--- src/rtl/mc_ctrl_pkg.sv ---
// Shared encodings for the multi-cycle MIPS main control: opcodes, FSM states,
// ALU-control opcodes, datapath mux selects and the control word layout.
package mc_ctrl_pkg;

    localparam int STATE_W = 4;

    localparam logic [5:0] OP_RTYPE = 6'b000000;
    localparam logic [5:0] OP_LW    = 6'b100011;
    localparam logic [5:0] OP_SW    = 6'b101011;
    localparam logic [5:0] OP_BEQ   = 6'b000100;
    localparam logic [5:0] OP_J     = 6'b000010;
    localparam logic [5:0] OP_ADDIU = 6'b001001;

    typedef enum logic [STATE_W-1:0] {
        S_FETCH  = 4'd0,
        S_DECODE = 4'd1,
        S_MEMADR = 4'd2,
        S_MEMRD  = 4'd3,
        S_MEMWB  = 4'd4,
        S_MEMWR  = 4'd5,
        S_EXEC   = 4'd6,
        S_ALUWB  = 4'd7,
        S_BRANCH = 4'd8,
        S_JUMP   = 4'd9,
        S_ADDIEX = 4'd10,
        S_ADDIWB = 4'd11,
        S_TRAP   = 4'd12
    } state_t;

    localparam logic [1:0] ALUOP_ADD   = 2'b00;
    localparam logic [1:0] ALUOP_SUB   = 2'b01;
    localparam logic [1:0] ALUOP_FUNCT = 2'b10;

    localparam logic [1:0] SRCB_REG_B   = 2'b00;
    localparam logic [1:0] SRCB_FOUR    = 2'b01;
    localparam logic [1:0] SRCB_IMM     = 2'b10;
    localparam logic [1:0] SRCB_IMM_SH2 = 2'b11;

    localparam logic [1:0] PCSRC_ALU    = 2'b00;
    localparam logic [1:0] PCSRC_ALUOUT = 2'b01;
    localparam logic [1:0] PCSRC_JUMP   = 2'b10;

    typedef struct packed {
        logic       pc_write;
        logic       pc_write_cond;
        logic [1:0] pc_source;
        logic       i_or_d;
        logic       mem_read;
        logic       mem_write;
        logic       ir_write;
        logic       reg_dst;
        logic       reg_write;
        logic       mem_to_reg;
        logic       alu_src_a;
        logic [1:0] alu_src_b;
        logic [1:0] alu_ct_op;
        logic       instr_done;
    } ctrl_t;

endpackage

--- src/rtl/mc_ctrl_decode.sv ---
// Combinational state-to-control-word decode. Only FETCH and MEMWR look at
// mem_ready, so their writes/completion coincide with the memory handshake.
module mc_ctrl_decode
    import mc_ctrl_pkg::*;
(
    input  state_t state,
    input  logic   mem_ready,
    output ctrl_t  ctrl
);

    always_comb begin
        ctrl = '0;
        case (state)
            S_FETCH: begin
                ctrl.mem_read  = 1'b1;
                ctrl.alu_src_b = SRCB_FOUR;
                ctrl.alu_ct_op = ALUOP_ADD;
                ctrl.pc_source = PCSRC_ALU;
                ctrl.ir_write  = mem_ready;
                ctrl.pc_write  = mem_ready;
            end
            S_DECODE: begin
                // Branch target is computed speculatively before the opcode is known.
                ctrl.alu_src_b = SRCB_IMM_SH2;
                ctrl.alu_ct_op = ALUOP_ADD;
            end
            S_MEMADR: begin
                ctrl.alu_src_a = 1'b1;
                ctrl.alu_src_b = SRCB_IMM;
                ctrl.alu_ct_op = ALUOP_ADD;
            end
            S_MEMRD: begin
                ctrl.mem_read = 1'b1;
                ctrl.i_or_d   = 1'b1;
            end
            S_MEMWB: begin
                ctrl.reg_write  = 1'b1;
                ctrl.mem_to_reg = 1'b1;
                ctrl.instr_done = 1'b1;
            end
            S_MEMWR: begin
                ctrl.mem_write  = 1'b1;
                ctrl.i_or_d     = 1'b1;
                ctrl.instr_done = mem_ready;
            end
            S_EXEC: begin
                ctrl.alu_src_a = 1'b1;
                ctrl.alu_src_b = SRCB_REG_B;
                ctrl.alu_ct_op = ALUOP_FUNCT;
            end
            S_ALUWB: begin
                ctrl.reg_write  = 1'b1;
                ctrl.reg_dst    = 1'b1;
                ctrl.instr_done = 1'b1;
            end
            S_BRANCH: begin
                ctrl.alu_src_a     = 1'b1;
                ctrl.alu_src_b     = SRCB_REG_B;
                ctrl.alu_ct_op     = ALUOP_SUB;
                ctrl.pc_write_cond = 1'b1;
                ctrl.pc_source     = PCSRC_ALUOUT;
                ctrl.instr_done    = 1'b1;
            end
            S_JUMP: begin
                ctrl.pc_write   = 1'b1;
                ctrl.pc_source  = PCSRC_JUMP;
                ctrl.instr_done = 1'b1;
            end
            S_ADDIEX: begin
                ctrl.alu_src_a = 1'b1;
                ctrl.alu_src_b = SRCB_IMM;
                ctrl.alu_ct_op = ALUOP_ADD;
            end
            S_ADDIWB: begin
                ctrl.reg_write  = 1'b1;
                ctrl.instr_done = 1'b1;
            end
            default: ctrl = '0;
        endcase
    end

endmodule

--- src/rtl/mc_main_ctrl.sv ---
// Multi-cycle MIPS main control FSM: state register, next-state sequencing,
// sticky illegal-opcode trap and branch-gated PC enable.
module mc_main_ctrl
    import mc_ctrl_pkg::*;
#(
    parameter int STATE_W = 4
) (
    input  logic               clk,
    input  logic               rst,
    input  logic [5:0]         opcode,
    input  logic               zero,
    input  logic               mem_ready,
    output logic               pc_en,
    output logic               pc_write,
    output logic               pc_write_cond,
    output logic [1:0]         pc_source,
    output logic               i_or_d,
    output logic               mem_read,
    output logic               mem_write,
    output logic               ir_write,
    output logic               reg_dst,
    output logic               reg_write,
    output logic               mem_to_reg,
    output logic               alu_src_a,
    output logic [1:0]         alu_src_b,
    output logic [1:0]         alu_ct_op,
    output logic               instr_done,
    output logic               illegal_op,
    output logic [STATE_W-1:0] state
);

    state_t state_q, state_d;
    logic   illegal_q, illegal_d;
    ctrl_t  ctrl_raw;
    ctrl_t  ctrl_out;

    always_ff @(posedge clk) begin
        if (!rst) begin
            state_q   <= S_FETCH;
            illegal_q <= 1'b0;
        end else begin
            state_q   <= state_d;
            illegal_q <= illegal_d;
        end
    end

    always_comb begin
        state_d = state_q;
        case (state_q)
            S_FETCH:  if (mem_ready) state_d = S_DECODE;
            S_DECODE: begin
                case (opcode)
                    OP_LW, OP_SW: state_d = S_MEMADR;
                    OP_RTYPE:     state_d = S_EXEC;
                    OP_BEQ:       state_d = S_BRANCH;
                    OP_J:         state_d = S_JUMP;
                    OP_ADDIU:     state_d = S_ADDIEX;
                    default:      state_d = S_TRAP;
                endcase
            end
            S_MEMADR: begin
                if (opcode == OP_LW)      state_d = S_MEMRD;
                else if (opcode == OP_SW) state_d = S_MEMWR;
                else                      state_d = S_TRAP;
            end
            S_MEMRD:  if (mem_ready) state_d = S_MEMWB;
            S_MEMWR:  if (mem_ready) state_d = S_FETCH;
            S_EXEC:   state_d = S_ALUWB;
            S_ADDIEX: state_d = S_ADDIWB;
            S_MEMWB, S_ALUWB, S_BRANCH, S_JUMP, S_ADDIWB: state_d = S_FETCH;
            S_TRAP:   state_d = S_TRAP;
            default:  state_d = S_TRAP;
        endcase
        illegal_d = illegal_q | (state_d == S_TRAP);
    end

    mc_ctrl_decode u_decode (
        .state     (state_q),
        .mem_ready (mem_ready),
        .ctrl      (ctrl_raw)
    );

    // Reset forces every output low immediately, independent of the clock.
    assign ctrl_out = rst ? ctrl_raw : '0;

    assign pc_write      = ctrl_out.pc_write;
    assign pc_write_cond = ctrl_out.pc_write_cond;
    assign pc_source     = ctrl_out.pc_source;
    assign i_or_d        = ctrl_out.i_or_d;
    assign mem_read      = ctrl_out.mem_read;
    assign mem_write     = ctrl_out.mem_write;
    assign ir_write      = ctrl_out.ir_write;
    assign reg_dst       = ctrl_out.reg_dst;
    assign reg_write     = ctrl_out.reg_write;
    assign mem_to_reg    = ctrl_out.mem_to_reg;
    assign alu_src_a     = ctrl_out.alu_src_a;
    assign alu_src_b     = ctrl_out.alu_src_b;
    assign alu_ct_op     = ctrl_out.alu_ct_op;
    assign instr_done    = ctrl_out.instr_done;

    assign pc_en      = ctrl_out.pc_write | (ctrl_out.pc_write_cond & zero);
    assign illegal_op = rst & illegal_q;
    assign state      = rst ? STATE_W'(state_q) : '0;

endmodule

--- config.mk ---
export PLATFORM = sky130hd
export DESIGN_NAME = mc_main_ctrl
export DESIGN_NICKNAME = d
export VERILOG_FILES = /design/src/rtl/mc_ctrl_pkg.sv /design/src/rtl/mc_ctrl_decode.sv /design/src/rtl/mc_main_ctrl.sv
export SDC_FILE = /design/constraint.sdc
export NUM_CORES = 1
export LEC_CHECK = 0
export ABC_CLOCK_PERIOD_IN_PS = 2300
export CORE_MARGIN = 2
export CORE_UTILIZATION = 42
export CTS_CLUSTER_SIZE = 20
export DETAILED_ROUTE_END_ITERATION = 8
export MAX_ROUTING_LAYER = met4
export PLACE_DENSITY = 0.83
export SLEW_MARGIN = 20
export SYNTH_ARGS = -nofsm -noshare
export SYNTH_HDL_FRONTEND = slang
export SYNTH_SLANG_ARGS = --single-unit
export TNS_END_PERCENT = 50
--- constraint.sdc ---
create_clock -name clk -period 2.3 [get_ports clk]
set_input_delay 0.46 -clock clk [delete_from_list [all_inputs] [get_ports clk]]
set_output_delay 0.46 -clock clk [all_outputs]
set_load 0.02 [all_outputs]
# Word level (Yosys, flattened, before mapping)
# Index checks and enable logic that the tools add are counted.
# op_classes
n_eq_ne	17
n_mux	22
n_bitwise	4
n_reduce_logical	9
# ops
op	count
one-hot mux 4 bit (5 select lines)	2
one-hot mux 4 bit (8 select lines)	1
two-way mux 4 bit	6
equality test 4 bit, second input constant	5
two-way mux 17 bit	1
equality test 4 x 3 -> 1 bit, second input constant	4
equality test 6 bit, second input constant	2
two-way mux 1 bit	9
equality test 4 x 2 -> 1 bit, second input constant	2
OR reduction 2 bit	4
equality test 6 x 2 -> 1 bit, second input constant	1
equality test 6 x 3 -> 1 bit, second input constant	1
equality test 6 x 4 -> 1 bit, second input constant	1
zero test 6 bit	1
OR reduction 5 bit	1
equality test 4 x 1 -> 1 bit, second input constant	1
zero test 4 bit	1
one-hot mux 1 bit (2 select lines)	2
one-hot mux 2 bit (2 select lines)	1
OR reduction 4 bit	1
OR reduction 3 bit	1
AND 1 bit	2
OR 1 bit	2
# word_totals
ff_bits	5
input_bits	10
output_inout_bits	23
wordCells	54

# Depth between registers and ports, before layout
# Gate-level depths: netlist of run 1.
# logic_depth
ltp_word	6
mapped_depth	6
mapped_depth_nobuf	5

# Cells and area by module
# Synthesis of run 1 repeated with hierarchy kept, for this count alone.
# unflattened
cells_unflattened	115
area_unflattened_um2	843.3
# by_module_without_submodules
mod	instances	cells_each	area_per_inst_um2	seq_area_each_um2
mc_main_ctrl	1	80	616.8	100.1
mc_ctrl_decode	1	35	226.5	0.0

# Worst setup path before layout of run 1
# No wires, ideal clock.
# synth_path
path_kind	register to output
startpoint	register state_q[3]
endpoint	output pc_en
arrival_ns	1.755
t_required_ns	1.840
slack_ns	0.085
stages_incl_launch_ff	5
path_buffers	1
path_cell_list	dfxtp_1 -> clkbuf_1 -> nand2b_1 -> nor3_1 -> a21o_1
# synth_between
elab_chain_cells	5
# synth_rtl
item	line_no	source
start: declaration	mc_main_ctrl.sv:32	state_t state_q, state_d;
start signal: assignment	mc_main_ctrl.sv:42	state_q <= state_d;
equality test 4 bit	mc_ctrl_decode.sv:13	case (state)
two-way mux 1 bit	mc_ctrl_decode.sv:13	
two-way mux 17 bit	mc_main_ctrl.sv:84	assign ctrl_out = rst ? ctrl_raw : '0;
net pc_write_cond	mc_main_ctrl.sv:15	output logic pc_write_cond,
AND 1 bit	mc_main_ctrl.sv:101	assign pc_en = ctrl_out.pc_write | (ctrl_out.pc_write_cond & zero);
OR 1 bit	mc_main_ctrl.sv:101	
end: declaration	mc_main_ctrl.sv:13	output logic pc_en,
# The timed path passes the listed nets, and every way through them passes these cells.

# Worst setup path in the final report of run 1
# layout_path
startpoint	input rst
endpoint	output alu_src_b[0]
# layout_between
elab_chain_cells	1
# layout_rtl
item	line_no	source
start: declaration	mc_main_ctrl.sv:9	input logic rst,
two-way mux 17 bit	mc_main_ctrl.sv:84	
end: declaration	mc_main_ctrl.sv:25	output logic [1:0] alu_src_b,
# Every way passes these cells.

==> flow_summary_export.csv, run 1 <==
group,metric,value,unit
status,status,"finished clean",
floorplanning,row_count,14,
routing,avgViaCountPerCell,5.40,
cells_and_area,layout_commonest_cell,"buf_4",
floorplanning,initial_utilization,44.6,%
setup_path,reg2reg_slack,0.45,ns
placed_design,dp_cells,163,
setup_path,reg2reg_depth,6,
hold_path,min_to,"illegal_q",
timing,fin_crit,2.23,ns
clock_network,cts.sinks,5,
hold_path,min-delay-start,"illegal_q",
timing,setup_viol,0,
run,timing.max_cap.violations,0,
clock_network,cts_tree,"done",
global_route,antenna_found_initial,0,
cells_and_area,fin_area,0.00114,mm²
clock_network,cts_setup_buffers,0,
routing,ant_nets,0,
clock_network,clock_latency,0.24,ns
global_route,gr-usage-all-layers,22.7,%
cells_and_area,syn2layout_area_growth,71.6,%
clock_network,cts_buffer_depth,2,
clock_network,clk_pin_slew,0.04,ns
yosys,syn-num-nets,114,
timing,hold_violations,0,
cells_and_area,multi_input_area,533,µm²
placed_design,place_ws,-0.279,ns
yosys,avgSynthCellArea,6.39,µm²
cells_and_area,fill_cells,120,
yosys,yosysUniqueCellTypes,33,
floorplanning,core,0.00149,mm²
timing,max_freq,0.448,GHz
setup_path,worstPathRequired,1.84,ns
global_route,grt_overflow,0,
timing,holdWs,0.570,ns
hold_path,hold_class,"flop to flop",
placed_design,gp_congestion,0.872,
clock_network,cts_made_buffers,3,
setup_path,worst-path-max-fanout,5,
yosys,yosysWarnings,0,
timing,max_slew_margin,77.4,%
yosys,ys_seq_area_share,15.1,%
global_route,grt_max_degree,11,
routing,vias,901,
cells_and_area,most-common-layout-cells,"buf_4 (18), dlygate4sd2_1 (16), nor2_1 (12), nor3_1 (10)",
routing,wirelength,1.96,mm
routing,drt-initial-drc-count,20,
cells_and_area,drive_gt1_share,19.9,%
power,total_power,0.000401,W
setup_path,arrival,1.77,ns
placed_design,dpl_cell_area,0.00112,mm²
cells_and_area,fin_cells,167,
floorplanning,die_y,43.8,µm
setup_path,crit_type,"input pin to primary output",
yosys,syn_area,664,µm²
routing,wire_per_inst,11.7,µm
yosys,syn_inst,104,
floorplanning,io_pins,33,
setup_path,r2r-end,"illegal_q",
yosys,ys_ff_latch,5,
placed_design,port_buffers,32,
cells_and_area,nNetsFinal,162,
setup_path,cp-start-kind,"input pin",
clock_network,cts_root_buf,"clkbuf_4",
setup_path,cp-end-kind,"primary output",
floorplanning,die_area,0.00192,mm²
routing,drc_errors,0,
cells_and_area,antenna_cells,0,
timing,worstMarginPinSlew,0.339,ns
power,p_per_area,352,mW/mm²
power,cellLeakagePower,0.579,nW
setup_path,r2r-start,"state_q[0]",
routing,firstDrtPassIters,4,
floorplanning,die_width,43.8,µm
global_route,grt_pass1_wl,3.36,mm
timing,fin_ws,0.0675,ns
timing,finalMaxSlewViolations,0,
placed_design,dp_hpwl,1.58,mm
power,ir_worst_vdd,314,µV
clock_network,h-tree-depth,1,
hold_path,worstHoldPathCells,3,
global_route,grt_pass1_vias,824,
timing,period_share,97.1,%
cells_and_area,regArea,100,µm²
timing,worst_clock_skew,0.00228,ns
## worst max-delay path, cell delays in order
cell	delay, ns
clkdlybuf4s50_1	0.48
nand2b_1	0.16
buf_4	0.19
nor3_1	0.15
clkdlybuf4s15_1	0.33
## state kept, by name, indices dropped and copies added (netlist names)
name	cells
illegal_q	1
state_q	4
## logic make-up after synthesis
logic type,after synthesis,synth area share (%)
xor+xnor,2,2.64
flops,5,15.1
buf+inv,11,6.97
simple gates,63,51.4
compound gates,23,23.9
## area by class of cell
| class | instances | area share [%] |
|---|---|---|
| Inverter | 4 | 1.32 |
| Sequential cell | 5 | 8.78 |
| Timing Repair Buffer | 50 | 39.1 |
| Tap cell | 16 | 1.76 |
| Clock buffer | 4 | 2.31 |
| Multi-Input combinational cell | 88 | 46.8 |
## metal layers
metal | GRT usage [%] | part of all wire (%)
met2 | 40.9 | 49
met5 | - | 0
met3 | 2.08 | 5.7
met4 | 7.27 | 0.66
met1 | 26.1 | 45
## cell usage after synthesis, drive strengths merged
cell type  count  area (µm²)
inv            4        15.0
a21oi          4        20.0
buf            2        12.5
nand2b         6        37.5
nand3b         2        15.0
dfxtp          5         100
o31ai          1        21.3
and3           3        23.8
a31oi          3        18.8
or4            1        7.51
o21ai          7        35.0
and2           4        25.0
a21o           1        7.51
o2111ai        2        17.5
xor2           2        17.5
nor3          12        60.1
nor2          12        45.0
o22ai          1        6.26
nand2          9        33.8
o311ai         1        8.76
or2            2        12.5
o31a           1        8.76
clkbuf         5        18.8
o21a           1        7.51
nand3          4        20.0
nor2b          3        18.8
nor3b          3        22.5
nor4           1        6.26
or4b           1        13.8
a21boi         1        7.51
## worst max-delay path by stage
stage | to | startpoint | cells past startpoint | slack [ns]
after floorplan | pc_en | state_q[3] | 4 | 0.08
after global placement | instr_done | mem_ready | 6 | -0.24
after detailed placement | pc_en | mem_ready | 6 | -0.28
after CTS | state[2] | rst | 4 | 0.005
after global routing | pc_en | mem_ready | 6 | -0.008
final | alu_src_b[0] | rst | 5 | 0.07
## what timing repair did
item | CTS | global route
resized for setup | 24 | 7
hold endpoints to repair | 0 | 0
pin swaps | 0 | 0
hold buffers | 0 | 0
setup endpoints to repair | 21 | 6
## where the power goes
group | switching [W] | leakage [nW] | internal (W)
registers | 0.0000102 | 0.0408 | 0.0000925
clock network | 0.0000327 | 0.0150 | 0.0000654
logic | 0.000105 | 0.524 | 0.0000954
## per-stage QoR
step	util (%)	TNS [ns]
5_1_grt	76.6	-0.00837
3_5_place_dp	75.3	-2.84
6_report	76.6	0
4_1_cts	76.0	0
2_1_floorplan	-	0
3_3_place_gp	75.3	-2.49
Power figures use the tool's default switching activity.
==> inputs of run 2 (changes only) <==
- CORE_UTILIZATION: 42 -> 44
- CTS_BUF_LIST: unset -> sky130_fd_sc_hd__clkbuf_8
- GPL_TIMING_DRIVEN: unset -> 0
- PLACE_DENSITY: 0.83 -> 0.87
==> run 2 against run 1 <==
Net effect:
- clock-buffer cell count fell by 1
- setup slack better by 0.066 ns
- clock power increased by 67%
- critical path depth unchanged
- sequential power is 4% lower
- clock skew increased by 0.0045 ns
- sequential share of layout area grew 0.71 points
- routed wire length unchanged
- cell area is 6.4% lower
- final cell count fell by 6.6%
- register-to-register slack better by 0.20 ns
==> flow_summary_export.csv, run 2 (same netlist as run 1, synthesis figures left out) <==
group,metric,value,unit
power,p_sw,0.000161,W
placed_design,dpl_cell_area,995,µm²
timing,worstMarginPinSlew,0.362,ns
power,cellLeakagePower,0.534,nW
timing,finalMaxSlewViolations,0,
routing,drc_errors,0,
hold_path,min-delay-start,"illegal_q",
power,intPower,0.000288,W
setup_path,crit_slowest_cell,"dfxtp_1",
setup_path,arrival,1.71,ns
clock_network,h-tree-depth,1,
setup_path,path_buf_inv,2,
cells_and_area,nNetsFinal,151,
setup_path,worstPathRequired,1.84,ns
timing,max_slew_margin,75.9,%
global_route,grt_overflow,0,
routing,wire_per_inst,12.6,µm
power,swShare,35.9,%
routing,firstDrtPassIters,4,
cells_and_area,fin_area,0.00107,mm²
cells_and_area,drive_gt1_share,14.3,%
floorplanning,core,0.00145,mm²
clock_network,cts_root_buf,"clkbuf_8",
placed_design,dp_hpwl,1.52,mm
routing,ant_nets,0,
floorplanning,die_area,0.00184,mm²
setup_path,cpPeakStageDelay,0.41,ns
power,p_comb_share,41.6,%
placed_design,gp_congestion,0.916,
power,pwr-share-clk,36.4,%
power,ir_worst_vdd,320,µV
clock_network,cts_buffer_depth,2,
timing,rsz0062_at_grt,"false",
hold_path,hold_class,"flop to flop",
cells_and_area,syn2layout_area_growth,60.6,%
floorplanning,initial_utilization,45.7,%
power,total_power,0.000450,W
cells_and_area,largest_reg_flops,4,
cells_and_area,top_register,"state_q",
cells_and_area,antenna_cells,0,
placed_design,place_ws,-0.402,ns
cells_and_area,layout_commonest_cell,"dlygate4sd2_1",
routing,wirelength,1.96,mm
clock_network,cts_tree,"done",
timing,period_share,94.2,%
power,seqPwrFrac,22.0,%
setup_path,path_cells,"clkbuf_4, nand2b_2, nor3_2, a21o_1, dlygate4sd2_1",
global_route,grt_pass1_wl,3.35,mm
setup_path,cp-start-kind,"flop",
routing,avgViaCountPerCell,5.74,
clock_network,clock_latency,0.23,ns
setup_path,cp-end-kind,"primary output",
power,p_per_area,421,mW/mm²
timing,hold_violations,0,
global_route,gr-usage-all-layers,24.8,%
setup_path,worst-path-max-fanout,10,
global_route,grt_pass1_vias,817,
cells_and_area,postLayoutCoreUtil,73.4,%
floorplanning,row_count,14,
setup_path,cp-startpoint,"state_q[3]",
setup_path,crit_type,"flop to primary output",
status,status,"finished clean",
global_route,grt_max_degree,11,
setup_path,crit_family,"buffers and inverters",
run,timing.max_cap.violations,0,
timing,fin_ws,0.133,ns
timing,fin_crit,2.17,ns
timing,setup_viol,0,
clock_network,cts_made_buffers,3,
clock_network,cts.sinks,5,
clock_network,clk_pin_slew,0.04,ns
routing,drt-initial-drc-count,17,
cells_and_area,most-common-layout-cells,"dlygate4sd2_1 (16), nor2_1 (12), clkdlybuf4s50_1 (12), nor3_1 (10), nand2_1 (9)",
routing,vias,895,
floorplanning,die_y,42.9,µm
timing,max_freq,0.461,GHz
setup_path,r2r-start,"state_q[3]",
timing,worst_clock_skew,0.00675,ns
placed_design,port_buffers,31,
global_route,antenna_found_initial,0,
floorplanning,io_pins,33,
cells_and_area,top_regs,"state_q: 4 flops, illegal_q: 1 flops",
floorplanning,die_width,42.9,µm
[run 2: tightest hold or removal path, cell delays in order (launching register included)]
cell	delay (ns)
dfxtp_1	0.32
nand2_1	0.10
o31ai_4	0.07
[run 2: repair_timing]
| action | CTS | global route |
|---|---|---|
| setup endpoints to repair | 19 | 5 |
| resized for setup | 27 | 6 |
| pin swaps | 1 | 0 |
| buffers inserted | 1 | 0 |
| hold buffers | 0 | 0 |
[run 2: final timing paths]
kind,to,slack [ns],cells after the start
setup / recovery,pc_en,0.13,5
hold / removal,illegal_q,0.53,2
hold reg to reg,illegal_q,0.53,2
setup reg to reg,illegal_q,0.65,5
[run 2: metal layers]
metal | up-vias | wire length, µm | GRT usage (%)
met5 | - | 0 | -
met4 | 0 | 93 | 21.9
met3 | 11 | 166 | 5.53
met2 | 48 | 935 | 41.5
met1 | 385 | 764 | 23.6
li1 | 451 | - | -
[run 2: layout make-up]
cell class,instances,area (µm²)
sequential,5,101
multi-input combinational,88,536
timing repair buffer,32,305
clock inverter,1,3.75
inverter,4,15.0
clock buffer,3,41.3
tap,16,20.0
fill,129,387
buffer,7,45.0
[run 2: power by group through the flow]
| stage | sequential [W] | clock [W] | combinational (W) |
|---|---|---|---|
| floorplan | 0.0000977 | 0 | 0.000115 |
| global placement | 0.0000992 | 0 | 0.000185 |
| detailed placement | 0.0000996 | 0 | 0.000189 |
| CTS | 0.0000986 | 0.000168 | 0.000185 |
| global route | 0.0000996 | 0.000173 | 0.000204 |
| finish | 0.0000990 | 0.000164 | 0.000187 |
[run 2: through the flow]
step | hold WS [ns] | instances | TNS [ns]
global placement | 0.471 | 151 | -1.52
detailed placement | 0.526 | 151 | -1.92
finish | 0.534 | 156 | 0
floorplan | 0.461 | 104 | 0
global route | 0.550 | 156 | 0
CTS | 0.536 | 156 | 0
